<file path="src/rtl/mips_debug_pkg.sv">
`default_nettype none
// ============================================================================
// Module      : mips_debug_pkg
// Description : Shared FSM encoding, command/reply codes and TX payload
//               helpers for the MIPS host-side debug unit.
// Revision    : 1.0 - initial release
// ============================================================================
package mips_debug_pkg;

    typedef enum logic [3:0] {
        S_IDLE       = 4'd0,
        S_LOAD_CNT   = 4'd1,
        S_LOAD_BYTE  = 4'd2,
        S_LOAD_WRITE = 4'd3,
        S_RUN        = 4'd4,
        S_STEP       = 4'd5,
        S_STEP_CAP   = 4'd6,
        S_TX_SEND    = 4'd7,
        S_TX_WAIT    = 4'd8
    } dbg_state_e;

    localparam logic [7:0] c_cmd_load = 8'h4C;
    localparam logic [7:0] c_cmd_run  = 8'h43;
    localparam logic [7:0] c_cmd_step = 8'h53;

    localparam logic [7:0] c_rpl_ok   = 8'h4B;
    localparam logic [7:0] c_rpl_fin  = 8'h46;
    localparam logic [7:0] c_rpl_tmo  = 8'h54;
    localparam logic [7:0] c_rpl_unk  = 8'h3F;
    localparam logic [7:0] c_rpl_none = 8'h00;

    localparam int         c_tx_max_bytes = 9;
    localparam int         c_tx_w         = 8 * c_tx_max_bytes;
    localparam logic [3:0] c_len_one      = 4'd1;
    localparam logic [3:0] c_len_step     = 4'd5;
    localparam logic [3:0] c_len_run      = 4'd9;

    // Single-byte replies are left-aligned so the first byte sent is the MSB.
    function automatic logic [c_tx_w-1:0] tx_one(input logic [7:0] b);
        return {b, {(c_tx_w-8){1'b0}}};
    endfunction

endpackage
`default_nettype wire

</file>
<file path="src/rtl/debug_tx_serializer.sv">
`default_nettype none
// ============================================================================
// Module      : debug_tx_serializer
// Description : Parallel-load byte shift register with length, presenting the
//               head byte and start strobe to the UART transmitter.
// Revision    : 1.0 - initial release
// ============================================================================
module debug_tx_serializer #(
    parameter int MAX_BYTES = 9
) (
    input  logic                   i_clock,
    input  logic                   i_reset,
    input  logic                   i_load,
    input  logic [8*MAX_BYTES-1:0] i_load_data,
    input  logic [3:0]             i_load_len,
    input  logic                   i_send,
    input  logic                   i_done,
    output logic [7:0]             o_tx_data,
    output logic                   o_tx_start,
    output logic                   o_last
);

    logic [8*MAX_BYTES-1:0] shift_q;
    logic [3:0]             len_q;

    always_ff @(posedge i_clock or negedge i_reset) begin
        if (!i_reset) begin
            shift_q <= '0;
            len_q   <= '0;
        end else if (i_load) begin
            shift_q <= i_load_data;
            len_q   <= i_load_len;
        end else if (i_done) begin
            shift_q <= {shift_q[8*MAX_BYTES-9:0], 8'h00};
            len_q   <= len_q - 4'd1;
        end
    end

    // Head byte only moves on i_done, so it stays stable for the whole send.
    assign o_tx_data  = shift_q[8*MAX_BYTES-1 -: 8];
    assign o_tx_start = i_send;
    assign o_last     = (len_q <= 4'd1);

endmodule
`default_nettype wire

</file>
<file path="src/rtl/mips_debug_unit.sv">
`default_nettype none
// ============================================================================
// Module      : mips_debug_unit
// Description : UART command decoder that loads, runs and single-steps the
//               MIPS core and returns results/status over the transmitter.
// Revision    : 1.0 - initial release
// ============================================================================
module mips_debug_unit
    import mips_debug_pkg::*;
#(
    parameter int DATA_WIDTH  = 32,
    parameter int ADDR_STEP   = 4,
    parameter int RUN_TIMEOUT = 1048576
) (
    input  logic                  i_clock,
    input  logic                  i_reset,
    input  logic [7:0]            i_rx_data,
    input  logic                  i_rx_valid,
    input  logic                  i_tx_done,
    output logic [7:0]            o_tx_data,
    output logic                  o_tx_start,
    output logic [DATA_WIDTH-1:0] o_instruccion,
    output logic [DATA_WIDTH-1:0] o_address,
    output logic                  o_loading,
    output logic                  o_start,
    output logic                  o_step,
    input  logic [DATA_WIDTH-1:0] i_result_wb,
    input  logic                  i_finish
);

    dbg_state_e            state_q, state_d;
    logic [7:0]            nwords_q, nwords_d;
    logic [7:0]            index_q, index_d;
    logic [1:0]            bcnt_q, bcnt_d;
    logic [DATA_WIDTH-1:0] word_q, word_d;
    logic [31:0]           count_q, count_d;

    logic                  tx_load;
    logic [c_tx_w-1:0]     tx_payload;
    logic [3:0]            tx_len;
    logic                  tx_last;
    logic [31:0]           count_inc;

    assign count_inc = count_q + 32'd1;

    always_ff @(posedge i_clock or negedge i_reset) begin
        if (!i_reset) begin
            state_q  <= S_IDLE;
            nwords_q <= '0;
            index_q  <= '0;
            bcnt_q   <= '0;
            word_q   <= '0;
            count_q  <= '0;
        end else begin
            state_q  <= state_d;
            nwords_q <= nwords_d;
            index_q  <= index_d;
            bcnt_q   <= bcnt_d;
            word_q   <= word_d;
            count_q  <= count_d;
        end
    end

    always_comb begin
        state_d    = state_q;
        nwords_d   = nwords_q;
        index_d    = index_q;
        bcnt_d     = bcnt_q;
        word_d     = word_q;
        count_d    = count_q;
        tx_load    = 1'b0;
        tx_payload = '0;
        tx_len     = '0;
        case (state_q)
            S_IDLE: begin
                if (i_rx_valid) begin
                    case (i_rx_data)
                        c_cmd_load: begin
                            index_d = '0;
                            state_d = S_LOAD_CNT;
                        end
                        c_cmd_run: begin
                            count_d = '0;
                            if (i_finish) begin
                                tx_load    = 1'b1;
                                tx_payload = {32'h0, i_result_wb, c_rpl_fin};
                                tx_len     = c_len_run;
                                state_d    = S_TX_SEND;
                            end else begin
                                state_d = S_RUN;
                            end
                        end
                        c_cmd_step: begin
                            if (i_finish) begin
                                tx_load    = 1'b1;
                                tx_payload = tx_one(c_rpl_fin);
                                tx_len     = c_len_one;
                                state_d    = S_TX_SEND;
                            end else begin
                                state_d = S_STEP;
                            end
                        end
                        default: begin
                            tx_load    = 1'b1;
                            tx_payload = tx_one(c_rpl_unk);
                            tx_len     = c_len_one;
                            state_d    = S_TX_SEND;
                        end
                    endcase
                end
            end
            S_LOAD_CNT: begin
                if (i_rx_valid) begin
                    nwords_d = i_rx_data;
                    bcnt_d   = '0;
                    if (i_rx_data == 8'd0) begin
                        tx_load    = 1'b1;
                        tx_payload = tx_one(c_rpl_ok);
                        tx_len     = c_len_one;
                        state_d    = S_TX_SEND;
                    end else begin
                        state_d = S_LOAD_BYTE;
                    end
                end
            end
            S_LOAD_BYTE: begin
                if (i_rx_valid) begin
                    word_d = {word_q[DATA_WIDTH-9:0], i_rx_data};
                    bcnt_d = bcnt_q + 2'd1;
                    if (bcnt_q == 2'd3) begin
                        state_d = S_LOAD_WRITE;
                    end
                end
            end
            S_LOAD_WRITE: begin
                index_d = index_q + 8'd1;
                if ((index_q + 8'd1) == nwords_q) begin
                    tx_load    = 1'b1;
                    tx_payload = tx_one(c_rpl_ok);
                    tx_len     = c_len_one;
                    state_d    = S_TX_SEND;
                end else begin
                    state_d = S_LOAD_BYTE;
                end
            end
            S_RUN: begin
                count_d = count_inc;
                // A halt seen in the same cycle as the timeout reports 'F'.
                if (i_finish) begin
                    tx_load    = 1'b1;
                    tx_payload = {count_inc, i_result_wb, c_rpl_fin};
                    tx_len     = c_len_run;
                    state_d    = S_TX_SEND;
                end else if (count_inc == 32'(RUN_TIMEOUT)) begin
                    tx_load    = 1'b1;
                    tx_payload = {count_inc, i_result_wb, c_rpl_tmo};
                    tx_len     = c_len_run;
                    state_d    = S_TX_SEND;
                end
            end
            S_STEP: begin
                state_d = S_STEP_CAP;
            end
            S_STEP_CAP: begin
                tx_load    = 1'b1;
                tx_payload = {i_result_wb, (i_finish ? c_rpl_fin : c_rpl_none), 32'h0};
                tx_len     = c_len_step;
                state_d    = S_TX_SEND;
            end
            S_TX_SEND: begin
                state_d = S_TX_WAIT;
            end
            S_TX_WAIT: begin
                if (i_tx_done) begin
                    state_d = tx_last ? S_IDLE : S_TX_SEND;
                end
            end
            default: begin
                state_d = S_IDLE;
            end
        endcase
    end

    always_comb begin
        o_loading     = 1'b0;
        o_start       = 1'b0;
        o_step        = 1'b0;
        o_instruccion = '0;
        o_address     = '0;
        case (state_q)
            S_LOAD_WRITE: begin
                o_loading     = 1'b1;
                o_instruccion = word_q;
                o_address     = DATA_WIDTH'(index_q) * DATA_WIDTH'(ADDR_STEP);
            end
            S_RUN:   o_start = 1'b1;
            S_STEP:  o_step  = 1'b1;
            default: ;
        endcase
    end

    debug_tx_serializer #(
        .MAX_BYTES (c_tx_max_bytes)
    ) u_tx_ser (
        .i_clock     (i_clock),
        .i_reset     (i_reset),
        .i_load      (tx_load),
        .i_load_data (tx_payload),
        .i_load_len  (tx_len),
        .i_send      (state_q == S_TX_SEND),
        .i_done      ((state_q == S_TX_WAIT) && i_tx_done),
        .o_tx_data   (o_tx_data),
        .o_tx_start  (o_tx_start),
        .o_last      (tx_last)
    );

endmodule
`default_nettype wire

</file>
<file path="config.mk">
export PLATFORM = sky130hd
export DESIGN_NAME = mips_debug_unit
export DESIGN_NICKNAME = d
export VERILOG_FILES = /design/src/rtl/mips_debug_pkg.sv /design/src/rtl/debug_tx_serializer.sv /design/src/rtl/mips_debug_unit.sv
export SDC_FILE = /design/constraint.sdc
export NUM_CORES = 1
export LEC_CHECK = 0
export ABC_AREA = 1
export CORE_MARGIN = 1
export CORE_UTILIZATION = 56
export DETAILED_ROUTE_END_ITERATION = 10
export GPL_ROUTABILITY_DRIVEN = 1
export PLACE_DENSITY_LB_ADDON = 0.05
export SLEW_MARGIN = 10
export SYNTH_ARGS = -nofsm -noshare
export SYNTH_HDL_FRONTEND = slang
export SYNTH_SLANG_ARGS = --single-unit
</file>
<file path="constraint.sdc">
create_clock -name i_clock -period 2.8 [get_ports i_clock]
set_input_delay 0.7 -clock i_clock [delete_from_list [all_inputs] [get_ports i_clock]]
set_output_delay 0.7 -clock i_clock [all_outputs]
set_load 0.01 [all_outputs]
</file>
==> flow_metrics.py <==
metrics = {
    "drt": {
        "dr.max_layer_used": "met4",
        "via_per_inst": 5.33,
        "routed-wl-met2_mm": 13.2,
        "wl_met1_mm": 11.4,
        "wl_mm": 26.9,
        "ant_nets": 0,
        "drc_errors": 0,
        "wl_met3_mm": 1.55,
        "drt_pass1_iterations": 5,
        "routedWlPerCell_um": 15.6,
        "route.vias.total": 9197,
        "drt_iter0_drc": 815,
    },
    "grt": {
        "grt_max_degree": 70,
        "grt-ovfl-total": 0,
        "antenna_found_initial": 0,
        "grt_pass1_vias": 8304,
        "grt.total_usage": 0.322,
        "grt_pass1_wl_mm": 41.7,
    },
    "hold_path": {
        "hold_class": "input pin to async pin",
    },
    "floorplanning": {
        "num_rows": 46,
        "die_h_um": 131,
        "initial_utilization": 0.579,
        "dieWidth_um": 131,
        "die_area_mm2": 0.0171,
        "coreArea_mm2": 0.0161,
        "ios": 121,
    },
    "worst_setup_path": {
        "cp_cell_sequence": "ha_2 -> buf_6 -> nand3_2 -> nor2_2 -> buf_4 -> nand2_1 -> nand2_2 -> nor2_1 -> nand3_1 -> nor3_2 -> nand3_2 -> nand2_4 -> nand2_8 -> nand2_8 -> inv_2 -> buf_12 -> o21bai_1 -> nor2_1",
        "timing.rr.start": "count_q[1]",
        "worst_setup_path_end_kind": "flip-flop",
        "crit_arrival_ns": 3.05,
        "r2r-end": "u_tx_ser.shift_q[68]",
        "critPathMaxStageDelay_ns": 0.41,
        "cp_slowest_cell": "dfrtp_1",
        "crit_path_start_kind": "flip-flop",
        "critical_path_class": "flip-flop to flip-flop",
        "cp_max_fo": 14,
        "reg2regPathDepth": 18,
        "r2r_slack_ns": 0.06,
        "worstPathRequired_ns": 3.11,
    },
    "synth": {
        "synth_area_mm2": 0.00930,
        "ys_ff_latch": 157,
        "synthCells": 1363,
        "synth_seq_area_share": 0.423,
        "syn_avg_cell_area_um2": 6.82,
        "yosysWarnings": 0,
        "synth_cell_types": 38,
    },
    "run_status": {
        "outcome": "complete, no violations",
    },
    "final_layout": {
        "layout_common_cells": "492 x nand2_1, 155 x dfrtp_1, 153 x inv_1",
        "n_fill_cell": 1307,
        "final_layout_size_suffix_gt1_frac": 0.119,
        "synthToLayoutAreaGrowth_pct": 25.2,
        "nets": 1549,
        "final_common_cell": "nand2_1",
        "antenna_cells": 0,
    },
    "place": {
        "io_buffers": 96,
        "place_hpwl_mm": 19.1,
        "gp_congestion": 0.908,
    },
    "cts": {
        "holdBufCountCts": 0,
        "cts_tree": "built",
        "cts_sinks": 157,
        "cts_root_buffer": "clkbuf_16",
        "cts.clk_slew.worst_paths_ns": 0.06,
        "cts_buffer_depth": 2,
        "numCtsBuffers": 17,
        "htree_levels": 4,
        "insertion_delay_ns": 0.43,
    },
    "timing": {
        "report.final.setup_viol": 0,
        "whs_ns": 0.271,
        "finalCritPeriodShare": 0.980,
        "final-max-slew-violation-count": 0,
        "period_needed_ns": 2.74,
        "maxSlewHeadroom": 0.541,
        "skew_ns": 0.0121,
        "timing_hold_violations_final": 0,
        "max_freq_mhz": 365,
        "tns_ns": 0,
        "timing_worst_slew_pin_value_ns": 0.688,
    },
    "power_and_ir_drop": {
        "power.leakage_nw": 5.92,
        "worst_ir_drop_vdd_uv": 762,
        "power.density_mw_per_mm2": 1020,
    },
    "job": {
        "cap_viol_max_count": 0,
    },
}
==> power by group <==
group | leakage, nW | internal [mW] | switching [mW]
Sequential | 1.98 | 3.26 | 0.680
Clock | 0.300 | 1.51 | 0.942
Combinational | 3.63 | 2.16 | 3.36
Total | 5.92 | 6.93 | 4.98
==> flip-flops by register name, summed over array words and instances, names as in the netlist <==
| name | cells |
|---|---|
| word_q | 32 |
| bcnt_q | 2 |
| u_tx_ser.shift_q | 67 |
| nwords_q | 8 |
| state_q | 4 |
| index_q | 8 |
| u_tx_ser.len_q | 4 |
| count_q | 32 |
==> worst max-delay path, delay by kind of cell, from the launching register on <==
family          cells  cell delay [ns]
simple gates       12             1.37
flops               1             0.41
buf+inv             4             0.46
compound gates      1             0.16
fa+ha+maj           1             0.21
==> worst max-delay path by stage <==
stage                           end          from  cells past startpoint  slack (ns)
4_1_cts        u_tx_ser.shift_q[32]    count_q[1]                     17       0.008
6_report       u_tx_ser.shift_q[68]    count_q[1]                     18        0.06
3_3_place_gp   u_tx_ser.shift_q[66]  i_rx_data[1]                     17       -0.08
2_1_floorplan               o_start    state_q[0]                      6        0.32
5_1_grt        u_tx_ser.shift_q[14]    count_q[1]                     20       -0.06
3_5_place_dp   u_tx_ser.shift_q[34]  i_rx_data[1]                     17       -0.13
==> per-stage QoR <==
| step | util | setup slack [ns] | instances | total power, mW | cell area [µm²] |
|---|---|---|---|---|---|
| floorplan | - | 0.320 | 1386 | 7.34 | 9380 |
| global placement | 0.674 | -0.0789 | 1683 | 9.09 | 10800 |
| detailed placement | 0.674 | -0.130 | 1683 | 9.22 | 10800 |
| CTS | 0.710 | 0.00772 | 1714 | 11.7 | 11400 |
| global route | 0.725 | -0.0571 | 1726 | 12.8 | 11600 |
| finish | 0.725 | 0.0565 | 1726 | 11.9 | 11600 |
==> metal layers <==
layer | vias up | GRT usage
met1 | 4299 | 0.421
met2 | 363 | 0.542
met3 | 61 | 0.0468
li1 | 4474 | -
met5 | - | 0
met4 | 0 | 0.121
==> what timing repair did <==
item / CTS / global route
pin swaps: 1 / 14
cloned: 0 / 1
setup endpoints to repair: 40 / 75
setup buffers: 0 / 11
gates resized for setup: 43 / 41
==> logic make-up (layout without fill, tap and decap cells) <==
group / Yosys count / count (layout) / synth area share
adder cells (fa/ha/maj): 6 / 6 / 0.00807
other: 1 / 24 / 0.000403
buffers and inverters: 246 / 370 / 0.117
AND/OR/NAND/NOR: 787 / 787 / 0.347
flip-flops: 157 / 157 / 0.423
AO/OA/AOI/OAI: 154 / 154 / 0.0934
XOR/XNOR: 12 / 12 / 0.0113
==> synthesized netlist by cell type <==
cell type,number,area (µm²)
nand2_4,3,33.8
nand2_2,7,43.8
o211ai_1,10,75.1
o21ai_0,102,510
nand3b_1,1,7.51
nand2_1,500,1880
clkbuf_1,36,135
nor3_1,9,45.0
a32oi_1,8,70.1
xnor2_1,3,26.3
nor2_1,146,548
o21ai_1,1,5.00
a221oi_1,1,8.76
o21bai_1,6,45.0
and2_1,2,12.5
inv_2,3,11.3
buf_4,37,278
buf_6,2,22.5
nor2_4,6,67.6
nand3_1,94,470
clkinv_1,1,3.75
a31oi_1,3,18.8
o22ai_1,10,62.6
xor2_1,9,78.8
or2_2,1,6.26
o32ai_1,1,8.76
nand4_1,9,56.3
conb_1,1,3.75
dfrtp_1,157,3930
a21oi_1,11,55.1
buf_1,4,15.0
nor2_2,6,37.5
ha_1,6,75.1
inv_1,154,578
nand3_2,1,10.0
nor4_1,2,12.5
buf_2,9,45.0
o2111ai_1,1,8.76
==> layout make-up <==
cell class	instances	area (µm²)	share of cell area
multi-input cells	983	4510	0.388
flip-flops and latches	157	3930	0.338
repair buffers	181	1720	0.148
inverters	158	593	0.0509
clock buffers	20	447	0.0384
well taps	216	270	0.0232
clock inverters	11	165	0.0142
Note: power is estimated with default switching activity, not from simulation.
